[src/rtl/droplet_ctrl_pkg.sv]
// Shared types and helpers for the droplet mux sequencer: FSM state encoding,
// arbitration mode constants and an index-to-one-hot helper.
package droplet_ctrl_pkg;

    typedef enum logic [1:0] {
        IDLE     = 2'd0,
        SETTLE   = 2'd1,
        DISPENSE = 2'd2,
        FULL     = 2'd3
    } state_t;

    localparam int ARB_FIXED = 0;
    localparam int ARB_RR    = 1;
    localparam int MAX_CH    = 16;

    function automatic logic [MAX_CH-1:0] onehot_from_idx(input logic [3:0] idx);
        logic [MAX_CH-1:0] oh;
        oh      = {MAX_CH{1'b0}};
        oh[idx] = 1'b1;
        return oh;
    endfunction

endpackage

[src/rtl/droplet_arbiter.sv]
// Combinational channel arbiter: fixed priority (lowest index) or round-robin
// starting at the supplied pointer and wrapping past the top channel.
module droplet_arbiter
    import droplet_ctrl_pkg::*;
#(
    parameter int N_CH  = 2,
    parameter int MODE  = ARB_FIXED,
    parameter int IDX_W = $clog2(N_CH)
) (
    input  logic [N_CH-1:0]  req,
    input  logic [IDX_W-1:0] ptr,
    output logic [N_CH-1:0]  onehot,
    output logic [IDX_W-1:0] idx,
    output logic             valid
);

    logic [IDX_W-1:0] start_s;

    assign start_s = (MODE == ARB_RR) ? ptr : {IDX_W{1'b0}};

    // Scan upward from start_s, wrapping, and take the first active request
    always_comb begin
        logic [IDX_W-1:0] cand;
        int               pos;
        valid = 1'b0;
        idx   = {IDX_W{1'b0}};
        cand  = {IDX_W{1'b0}};
        pos   = 0;
        for (int i = 0; i < N_CH; i++) begin
            pos  = int'(start_s) + i;
            pos  = (pos >= N_CH) ? (pos - N_CH) : pos;
            cand = IDX_W'(pos);
            if (!valid && req[cand]) begin
                valid = 1'b1;
                idx   = cand;
            end else begin
                idx   = idx;
            end
        end
        if (valid) begin
            onehot = N_CH'(onehot_from_idx(4'(idx)));
        end else begin
            onehot = {N_CH{1'b0}};
        end
    end

endmodule

[src/rtl/droplet_mux_sequencer.sv]
// N-channel droplet mux sequencer: arbitrates requests, opens one valve at a time
// with break-before-make dead time, confirms droplets and tracks trap occupancy.
module droplet_mux_sequencer
    import droplet_ctrl_pkg::*;
#(
    parameter int N_CH       = 2,
    parameter int MODE       = ARB_FIXED,
    parameter int SETTLE_CYC = 3,
    parameter int DWELL_MAX  = 16,
    parameter int TRAP_DEPTH = 4,
    parameter int CNT_W      = $clog2(TRAP_DEPTH + 1)
) (
    input  logic             clk,
    input  logic             rst,
    input  logic [N_CH-1:0]  req,
    input  logic             droplet_sense,
    input  logic             clear,
    output logic [N_CH-1:0]  valve,
    output logic             trap_valve,
    output logic [N_CH-1:0]  grant,
    output logic             done,
    output logic             timeout,
    output logic [CNT_W-1:0] count,
    output logic             full,
    output logic             busy
);

    localparam int IDX_W = $clog2(N_CH);
    localparam int SET_W = (SETTLE_CYC > 1) ? $clog2(SETTLE_CYC) : 1;
    localparam int DW_W  = $clog2(DWELL_MAX + 1);

    localparam logic [CNT_W-1:0] TRAP_CNT = CNT_W'(TRAP_DEPTH);
    localparam logic [CNT_W-1:0] LAST_CNT = CNT_W'(TRAP_DEPTH - 1);
    localparam logic [SET_W-1:0] SET_LOAD = SET_W'(SETTLE_CYC - 1);
    localparam logic [DW_W-1:0]  DW_LAST  = DW_W'(DWELL_MAX - 1);
    localparam logic [IDX_W-1:0] LAST_CH  = IDX_W'(N_CH - 1);

    state_t           state_r, state_s;
    logic [IDX_W-1:0] sel_r, sel_s, ptr_r, ptr_s, ptr_adv_s, arb_idx_s;
    logic [N_CH-1:0]  sel_oh_r, sel_oh_s, arb_oh_s;
    logic             arb_valid_s;
    logic [SET_W-1:0] settle_r, settle_s;
    logic [DW_W-1:0]  dwell_r, dwell_s;
    logic [CNT_W-1:0] count_r, count_s;
    logic             droplet_s, expire_s;

    logic [N_CH-1:0]  valve_s, valve_r, grant_r;
    logic             trap_s, trap_r, busy_s, busy_r, full_s, full_r, done_r, timeout_r;

    droplet_arbiter #(
        .N_CH  (N_CH),
        .MODE  (MODE),
        .IDX_W (IDX_W)
    ) u_arbiter (
        .req    (req),
        .ptr    (ptr_r),
        .onehot (arb_oh_s),
        .idx    (arb_idx_s),
        .valid  (arb_valid_s)
    );

    assign ptr_adv_s = (sel_r == LAST_CH) ? {IDX_W{1'b0}} : (sel_r + IDX_W'(1));

    // State, selection, pointer, timers and occupancy registers
    always_ff @(posedge clk or posedge rst) begin
        if (rst) begin
            state_r  <= IDLE;
            sel_r    <= {IDX_W{1'b0}};
            sel_oh_r <= {N_CH{1'b0}};
            ptr_r    <= {IDX_W{1'b0}};
            settle_r <= {SET_W{1'b0}};
            dwell_r  <= {DW_W{1'b0}};
            count_r  <= {CNT_W{1'b0}};
        end else begin
            state_r  <= state_s;
            sel_r    <= sel_s;
            sel_oh_r <= sel_oh_s;
            ptr_r    <= ptr_s;
            settle_r <= settle_s;
            dwell_r  <= dwell_s;
            count_r  <= count_s;
        end
    end

    // Next-state logic; a droplet beats both an aborting request drop and the dwell timeout
    always_comb begin
        state_s   = state_r;
        sel_s     = sel_r;
        sel_oh_s  = sel_oh_r;
        ptr_s     = ptr_r;
        settle_s  = settle_r;
        dwell_s   = dwell_r;
        droplet_s = 1'b0;
        expire_s  = 1'b0;
        case (state_r)
            IDLE: begin
                if (arb_valid_s && (count_r < TRAP_CNT)) begin
                    state_s  = SETTLE;
                    sel_s    = arb_idx_s;
                    sel_oh_s = arb_oh_s;
                    settle_s = SET_LOAD;
                end else begin
                    state_s  = IDLE;
                end
            end
            SETTLE: begin
                if (!req[sel_r]) begin
                    state_s = IDLE;
                end else if (settle_r == {SET_W{1'b0}}) begin
                    state_s = DISPENSE;
                    dwell_s = {DW_W{1'b0}};
                end else begin
                    settle_s = settle_r - SET_W'(1);
                end
            end
            DISPENSE: begin
                if (droplet_sense) begin
                    droplet_s = 1'b1;
                    ptr_s     = ptr_adv_s;
                    if (!clear && (count_r == LAST_CNT)) begin
                        state_s = FULL;
                    end else begin
                        state_s = IDLE;
                    end
                end else if (!req[sel_r]) begin
                    state_s = IDLE;
                end else if (dwell_r == DW_LAST) begin
                    expire_s = 1'b1;
                    ptr_s    = ptr_adv_s;
                    state_s  = IDLE;
                end else begin
                    dwell_s = dwell_r + DW_W'(1);
                end
            end
            FULL: begin
                if (clear) begin
                    state_s = IDLE;
                end else begin
                    state_s = FULL;
                end
            end
            default: begin
                state_s = IDLE;
            end
        endcase
    end

    // Occupancy: clear wins over a same-cycle increment; saturates at capacity
    always_comb begin
        if (clear) begin
            count_s = {CNT_W{1'b0}};
        end else if (droplet_s && (count_r != TRAP_CNT)) begin
            count_s = count_r + CNT_W'(1);
        end else begin
            count_s = count_r;
        end
    end

    // Output decode from the next state so valves are only open while in DISPENSE
    always_comb begin
        if (state_s == DISPENSE) begin
            valve_s = sel_oh_s;
            trap_s  = 1'b1;
        end else begin
            valve_s = {N_CH{1'b0}};
            trap_s  = 1'b0;
        end
        busy_s = (state_s == SETTLE) || (state_s == DISPENSE);
        full_s = (count_s == TRAP_CNT);
    end

    // Output registers
    always_ff @(posedge clk or posedge rst) begin
        if (rst) begin
            valve_r   <= {N_CH{1'b0}};
            grant_r   <= {N_CH{1'b0}};
            trap_r    <= 1'b0;
            done_r    <= 1'b0;
            timeout_r <= 1'b0;
            full_r    <= 1'b0;
            busy_r    <= 1'b0;
        end else begin
            valve_r   <= valve_s;
            grant_r   <= valve_s;
            trap_r    <= trap_s;
            done_r    <= droplet_s;
            timeout_r <= expire_s;
            full_r    <= full_s;
            busy_r    <= busy_s;
        end
    end

    assign valve      = valve_r;
    assign grant      = grant_r;
    assign trap_valve = trap_r;
    assign done       = done_r;
    assign timeout    = timeout_r;
    assign count      = count_r;
    assign full       = full_r;
    assign busy       = busy_r;

endmodule

[config.mk]
export PLATFORM = sky130hd
export DESIGN_NAME = droplet_mux_sequencer
export DESIGN_NICKNAME = d
export VERILOG_FILES = /design/src/rtl/droplet_ctrl_pkg.sv /design/src/rtl/droplet_arbiter.sv /design/src/rtl/droplet_mux_sequencer.sv
export SDC_FILE = /design/constraint.sdc
export NUM_CORES = 1
export LEC_CHECK = 0
export CORE_MARGIN = 2
export CORE_UTILIZATION = 47
export DETAILED_ROUTE_END_ITERATION = 12
export PLACE_DENSITY = 0.74
export SETUP_SLACK_MARGIN = 0.1
export SLEW_MARGIN = 20
export SYNTH_ARGS = -nofsm -noshare
export SYNTH_HDL_FRONTEND = slang
export SYNTH_SLANG_ARGS = --single-unit
[constraint.sdc]
create_clock -name clk -period 2 [get_ports clk]
set_input_delay 0.5 -clock clk [delete_from_list [all_inputs] [get_ports clk]]
set_output_delay 0.5 -clock clk [all_outputs]
set_load 0.01 [all_outputs]
# [Word-level counts from Yosys, hierarchy flattened]
# Cells that the tools add are included.
[classes] muxes=39 addsub=3 n_mul=0 bitwise_logic=0 n_eq_ne=16 magnitude_cmp=4 n_reduce_logical=15 shift=0 div=0
[ops] cell="2-to-1 mux 2 bit" count=14
[ops] cell="2-to-1 mux 5 bit" count=5
[ops] cell="2-to-1 mux 1 bit" count=14
[ops] cell="!= test 2 bit, second input constant" count=7
[ops] cell="case mux 5 bit (2 select lines)" count=1
[ops] cell="case mux 2 bit (4 select lines)" count=1
[ops] cell="equality test 2 bit, second input constant" count=3
[ops] cell="2-to-1 mux 3 bit" count=2
[ops] cell="AND reduction 6 bit" count=1
[ops] cell="adder 5 x 1 -> 5 bit, second input constant" count=1
[ops] cell="equality test 5 x 4 -> 1 bit, second input constant" count=1
[ops] cell="logical AND 1 bit" count=5
[ops] cell="< comparator 1 x 5 -> 1 bit, second input constant" count=1
[ops] cell="equality test 2 x 1 -> 1 bit, second input constant" count=2
[ops] cell="zero test 2 bit" count=2
[ops] cell="case mux 2 bit (2 select lines)" count=1
[ops] cell="AND reduction 4 bit" count=1
[ops] cell="nonzero test 2 bit" count=2
[ops] cell="adder 3 x 1 -> 3 bit, second input constant" count=1
[ops] cell="equality test 3 x 2 -> 1 bit, second input constant" count=1
[ops] cell="equality test 3 bit, second input constant" count=1
[ops] cell="< comparator 3 bit, second input constant" count=1
[ops] cell="!= test 3 bit, second input constant" count=1
[ops] cell="zero test 1 bit" count=2
[ops] cell="other kinds (6)" count=6
[totals] memories=0 ramBits=0 input_bits=6 latchBits=0 regBits=22 romBits=0

# [Logic depth before layout (Yosys ltp)]
[depth] depth_word=12 depth_mapped=8

# [Hierarchy]
# Synthesis repeated with hierarchy kept, for this count alone.
[unflattened] hier_cells=109 area_unflattened_um2=1196.1
[by_module_without_submodules] module="droplet_mux_sequencer" instances=1 area_per_inst_um2=1172.4 cells_each=105
[by_module_without_submodules] module="droplet_arbiter" instances=1 area_per_inst_um2=23.8 cells_each=4

# [Worst setup path after synthesis]
# No wires, ideal clock.
[synth_path] path_kind="reg-to-reg" from="reg dwell_r[0]" to="reg dwell_r[4]" path_buffers=0 stages_incl_launch_ff=8 arrival_time_ps=2013 required_time_ps=1879 setup_ps=121 period_less_slack_ps=2134 path_slack_ps=-134 cell_sequence="dfrtp_1 > ha_1 > and3_1 > ha_1 > or4b_4 > a32o_1 > a22oi_1 > nand2_1"
[synth_via] elab_chain_cells=5 word_cells_on_any_way=8 classes_between="add/sub: 1; eq/ne: 2; mux: 4; reduce/logical: 1"
[synth_lines] item="from (decl)" line_no="droplet_mux_sequencer.sv:43" text="logic [DW_W-1:0] dwell_r, dwell_s;"
[synth_lines] item="from (signal assigned)" line_no="droplet_mux_sequencer.sv:72" text="dwell_r <= {DW_W{1'b0}};"
[synth_lines] item="from (signal assigned)" line_no="droplet_mux_sequencer.sv:80" text="dwell_r <= dwell_s;"
[synth_lines] item="adder 5 x 1 -> 5 bit" line_no="droplet_mux_sequencer.sv:132" text="dwell_s = dwell_r + DW_W'(1);"
[synth_lines] item="2-to-1 mux 5 bit" line_no="droplet_mux_sequencer.sv:127" text="end else if (dwell_r == DW_LAST) begin"
[synth_lines] item="2-to-1 mux 5 bit" line_no="droplet_mux_sequencer.sv:125" text="end else if (!req[sel_r]) begin"
[synth_lines] item="2-to-1 mux 5 bit" line_no="droplet_mux_sequencer.sv:117" text="if (droplet_sense) begin"
[synth_lines] item="case mux 5 bit (2 select lines)" line_no="droplet_mux_sequencer.sv:95" text="case (state_r)"
# Parallel ways exist; a longest one is shown, timed or not. The select of a mux whose other input is x is not followed.
# A chain may end at the register's enable or synchronous reset.

# [Worst setup path after layout]
[layout_path] from="reg dwell_r[0]" to="reg dwell_r[2]"
# The elaborated chain is that of the path after synthesis.

==> impl_metrics.prom <==
# TYPE chip_impl_metric gauge
chip_impl_info{name="run_status",value="finished with violations"} 1
chip_impl_info{name="failing_checks",value="setup timing"} 1
chip_impl_metric{name="reg2reg_setup_slack",unit="ns"} -0.12
chip_impl_info{name="timing.critical_path.from_type",value="flip-flop"} 1
chip_impl_info{name="most_common_library_cell_in_the_layout_ignoring_fill_and_taps",value="sky130_fd_sc_hd__dfrtp_1"} 1
chip_impl_metric{name="estimated_wirelength_of_the_detail_placed_design",unit="mm"} 1.77
chip_impl_metric{name="synth-seq-area-share",unit="%"} 47.9
chip_impl_metric{name="grt_util_all_layers",unit="%"} 20.1
chip_impl_info{name="critical-path-slowest-cell",value="sky130_fd_sc_hd__or4b_4"} 1
chip_impl_metric{name="cts.clk_slew.worst_paths",unit="ns"} 0.12
chip_impl_metric{name="area.growth.synth_to_final",unit="%"} 36.0
chip_impl_metric{name="postRouteWirelength",unit="mm"} 2.62
chip_impl_metric{name="htree_levels",unit=""} 1
chip_impl_metric{name="synthArstFlopShare",unit="%"} 100
chip_impl_metric{name="dieArea",unit="um^2"} 2860
chip_impl_info{name="clock_root_buffer",value="sky130_fd_sc_hd__clkbuf_4"} 1
chip_impl_metric{name="number_of_flops_mapped_to_enable_cells_by_yosys",unit=""} 0
chip_impl_metric{name="max-slew-margin-rel",unit="%"} 75.3
chip_impl_metric{name="cts_buffers",unit=""} 3
chip_impl_info{name="regToRegEndpoint",value="dwell_r[2]"} 1
chip_impl_metric{name="initial_standard_cell_utilization_of_the_core",unit="%"} 51.0
chip_impl_metric{name="grt.met2_usage",unit="%"} 34.4
chip_impl_metric{name="ant_nets",unit=""} 0
chip_impl_metric{name="clock_sink_count",unit=""} 22
chip_impl_metric{name="drt_first_pass_iters",unit=""} 4
chip_impl_metric{name="worst-r2r-cell-count",unit=""} 7
chip_impl_metric{name="worstPathMaxFanout",unit=""} 4
chip_impl_metric{name="final.min_clock_period",unit="ns"} 2.12
chip_impl_info{name="cts_tree",value="yes"} 1
chip_impl_info{name="setup.worst_path.end_class",value="flip-flop"} 1
chip_impl_metric{name="design.final.nets",unit=""} 156
chip_impl_metric{name="final_layout_size_suffix_gt1_share",unit="%"} 28.9
chip_impl_metric{name="synthCells",unit=""} 110
chip_impl_metric{name="placement_rows",unit=""} 17
chip_impl_metric{name="layout.filler_cells",unit=""} 184
chip_impl_metric{name="num_antenna_cells",unit=""} 0
chip_impl_metric{name="replace_congestion",unit=""} 0.741
chip_impl_info{name="timing_endpoint_of_the_critical_path",value="dwell_r[2]"} 1
chip_impl_metric{name="count_of_hold_fix_buffers_inserted_at_cts",unit=""} 0
chip_impl_metric{name="clock_tree.buffer_depth",unit=""} 2
chip_impl_metric{name="drt-wirelength-per-cell",unit="um"} 15.4
chip_impl_info{name="critical_path.reg2reg.startpoint",value="dwell_r[0]"} 1
chip_impl_metric{name="req_time_crit_path",unit="ns"} 2.20
chip_impl_metric{name="setup_viol_count_final",unit=""} 5
chip_impl_metric{name="areal_power_density_over_the_cells",unit="nW/um^2"} 998
chip_impl_metric{name="vdd_ir_drop_max",unit="mV"} 0.567
chip_impl_metric{name="synthesis.area",unit="um^2"} 1150
chip_impl_metric{name="synth_warnings",unit=""} 0
chip_impl_metric{name="leakagePower",unit="nW"} 0.706
chip_impl_metric{name="worst_clock_skew",unit="ns"} 0.00316
chip_impl_metric{name="detail_route.iter0.violations",unit=""} 26
chip_impl_info{name="top_usage_layer",value="met2"} 1
chip_impl_metric{name="layout_worst_path_cycle_share",unit="%"} 106
chip_impl_info{name="synth_ff_type",value="sky130_fd_sc_hd__dfrtp_1"} 1
chip_impl_metric{name="fin_tns_setup",unit="ns"} -0.365
chip_impl_metric{name="timing.final.max_slew_violations",unit=""} 0
chip_impl_metric{name="floorplan.io_pins",unit=""} 18
chip_impl_metric{name="synthDistinctLibCells",unit=""} 35
chip_impl_metric{name="grt_first_pass_wirelength",unit="mm"} 3.98
chip_impl_metric{name="globalRoute.totalOverflow",unit=""} 0
chip_impl_metric{name="global_route.usage.met3",unit="%"} 2.82
chip_impl_metric{name="placedInstanceArea",unit="um^2"} 1440
chip_impl_metric{name="coreArea",unit="um^2"} 2250
chip_impl_metric{name="drcViolationCount",unit=""} 0
chip_impl_metric{name="grt_start_max_net_pins",unit=""} 23
chip_impl_metric{name="cap_violations",unit=""} 0
chip_impl_metric{name="grt_pass1_vias",unit=""} 886
chip_impl_metric{name="ys_seq_elements",unit=""} 22
chip_impl_metric{name="global_route.usage.met1",unit="%"} 25.1
chip_impl_metric{name="max_clk_rate",unit="MHz"} 472
chip_impl_info{name="hp-class",value="input port to asynchronous set/reset pin"} 1
chip_impl_info{name="unrepaired_setup_endpoints_after_global_routing",value="yes"} 1
chip_impl_metric{name="number_of_antenna_violations_at_the_first_check_in_global_routing",unit=""} 0
chip_impl_info{name="most-common-layout-cells",value="sky130_fd_sc_hd__dfrtp_1 (21), sky130_fd_sc_hd__clkdlybuf4s50_1 (17), sky130_fd_sc_hd__buf_4 (16)"} 1
chip_impl_metric{name="clock_latency_of_the_later_clocked_register_in_the_worst_skew_pair",unit="ns"} 0.31
chip_impl_info{name="critical_path_class",value="flip-flop to flip-flop"} 1
chip_impl_metric{name="postSynthNetCount",unit=""} 123
chip_impl_metric{name="die_height",unit="um"} 53.5
chip_impl_metric{name="die_wd",unit="um"} 53.5
chip_impl_metric{name="max_slew.worst_pin.slew",unit="ns"} 0.371
chip_impl_metric{name="critical_path_arrival",unit="ns"} 2.32
chip_impl_metric{name="avgSynthCellArea",unit="um^2"} 10.5
chip_impl_metric{name="route.vias.total",unit=""} 912
chip_impl_info{name="timing.critical_path.cells",value="ha_2 > and3_4 > ha_4 > or4b_4 > a32o_2 > o21ai_2 > o21ai_1"} 1
chip_impl_metric{name="critical_path.max_stage_delay",unit="ns"} 0.55
chip_impl_metric{name="timing.final.ws_setup",unit="ns"} -0.118
chip_impl_metric{name="numPortBuffers",unit=""} 17
chip_impl_metric{name="viasPerCell",unit=""} 5.36
chip_impl_metric{name="stdcell_area",unit="um^2"} 1560
chip_impl_info{name="critical_path.startpoint",value="dwell_r[0]"} 1
chip_impl_metric{name="hold_violations",unit=""} 0
chip_impl_metric{name="final_util",unit="%"} 69.4
-- cell type report --
cell class,instances,area (um^2),share of cell area [%]
multi-input cells,68,594,38.0
well taps,28,35.0,2.24
repair buffers,33,290,18.6
inverters,15,56.3,3.60
flip-flops and latches,22,552,35.3
clock buffers,4,36.3,2.32
-- worst min path at each step --
stage / cells after the start / to / start
floorplan: 1 / dwell_r[2] / dwell_r[2]
global placement: 1 / sel_oh_r[0] / sel_oh_r[0]
detailed placement: 1 / sel_oh_r[0] / sel_oh_r[0]
CTS: 1 / sel_oh_r[0] / sel_oh_r[0]
global route: 3 / dwell_r[1] / rst
finish: 3 / dwell_r[4] / rst
-- power by group --
group	internal (mW)	switching, mW	total (mW)
clock network	0.111	0.136	0.247
registers	0.551	0.0937	0.645
logic	0.344	0.324	0.668
total	1.01	0.554	1.56
-- cell families (layout without fill, tap and decap cells) --
family | Yosys count | count (layout) | synth area share [%]
flip-flops | 22 | 22 | 47.9
AND/OR/NAND/NOR | 31 | 31 | 16.6
buffers and inverters | 20 | 52 | 8.05
AO/OA/AOI/OAI | 22 | 22 | 12.9
multiplexers | 6 | 6 | 5.33
adder cells (fa/ha/maj) | 7 | 7 | 7.62
XOR/XNOR | 2 | 2 | 1.52
-- worst max-delay path, delay by kind of cell (launching register included) --
kind            cells  cell delay, ns
flops               1            0.41
compound gates      3            0.51
simple gates        2            0.74
fa+ha+maj           2            0.34
-- per-stage QoR --
step                hold slack [ns]  instances  setup slack [ns]  power, mW
floorplan                     0.464        110           -0.0355       1.01
global placement              0.486        163            -0.118       1.20
detailed placement            0.485        163            -0.180       1.22
CTS                           0.513        168            -0.102       1.48
global route                  0.518        170            -0.174       1.67
finish                        0.516        170            -0.118       1.56
-- layer usage --
| metal | routed length (um) | vias to the layer above |
|---|---|---|
| li1 | - | 441 |
| met1 | 1090 | 439 |
| met2 | 1380 | 26 |
| met3 | 112 | 6 |
| met4 | 41 | 0 |
| met5 | 0 | - |
-- registers in the layout, summed over array words and instances (netlist names) --
register,count
busy,1
count,3
done,1
dwell_r,5
full,1
grant,2
sel_oh_r,2
sel_r,1
settle_r,2
state_r,2
timeout,1
trap_valve,1
-- what timing repair did --
action	in CTS	in global routing
pin swaps	4	6
gates resized for setup	5	12
buffers inserted	1	3
setup endpoints to repair	6	9
-- cell usage after synthesis (2+ instances only) --
cell | n | share of area (%)
sky130_fd_sc_hd__a21o_1 | 2 | 1.3
sky130_fd_sc_hd__a21oi_1 | 4 | 1.7
sky130_fd_sc_hd__a22oi_1 | 2 | 1.3
sky130_fd_sc_hd__and2_1 | 2 | 1.1
sky130_fd_sc_hd__and3_1 | 2 | 1.1
sky130_fd_sc_hd__buf_2 | 2 | 0.87
sky130_fd_sc_hd__buf_4 | 2 | 1.3
sky130_fd_sc_hd__dfrtp_1 | 22 | 48
sky130_fd_sc_hd__ha_1 | 7 | 7.6
sky130_fd_sc_hd__inv_1 | 15 | 4.9
sky130_fd_sc_hd__mux2i_1 | 5 | 4.4
sky130_fd_sc_hd__nand2_1 | 4 | 1.3
sky130_fd_sc_hd__nand3_1 | 3 | 1.3
sky130_fd_sc_hd__nand3b_1 | 2 | 1.3
sky130_fd_sc_hd__nor2_1 | 5 | 1.6
sky130_fd_sc_hd__nor3_1 | 5 | 2.2
sky130_fd_sc_hd__o21a_1 | 2 | 1.3
sky130_fd_sc_hd__o21ai_0 | 5 | 2.2
sky130_fd_sc_hd__or2b_1 | 2 | 1.3
sky130_fd_sc_hd__xnor2_1 | 2 | 1.5
(Power assumes the default switching activity.)
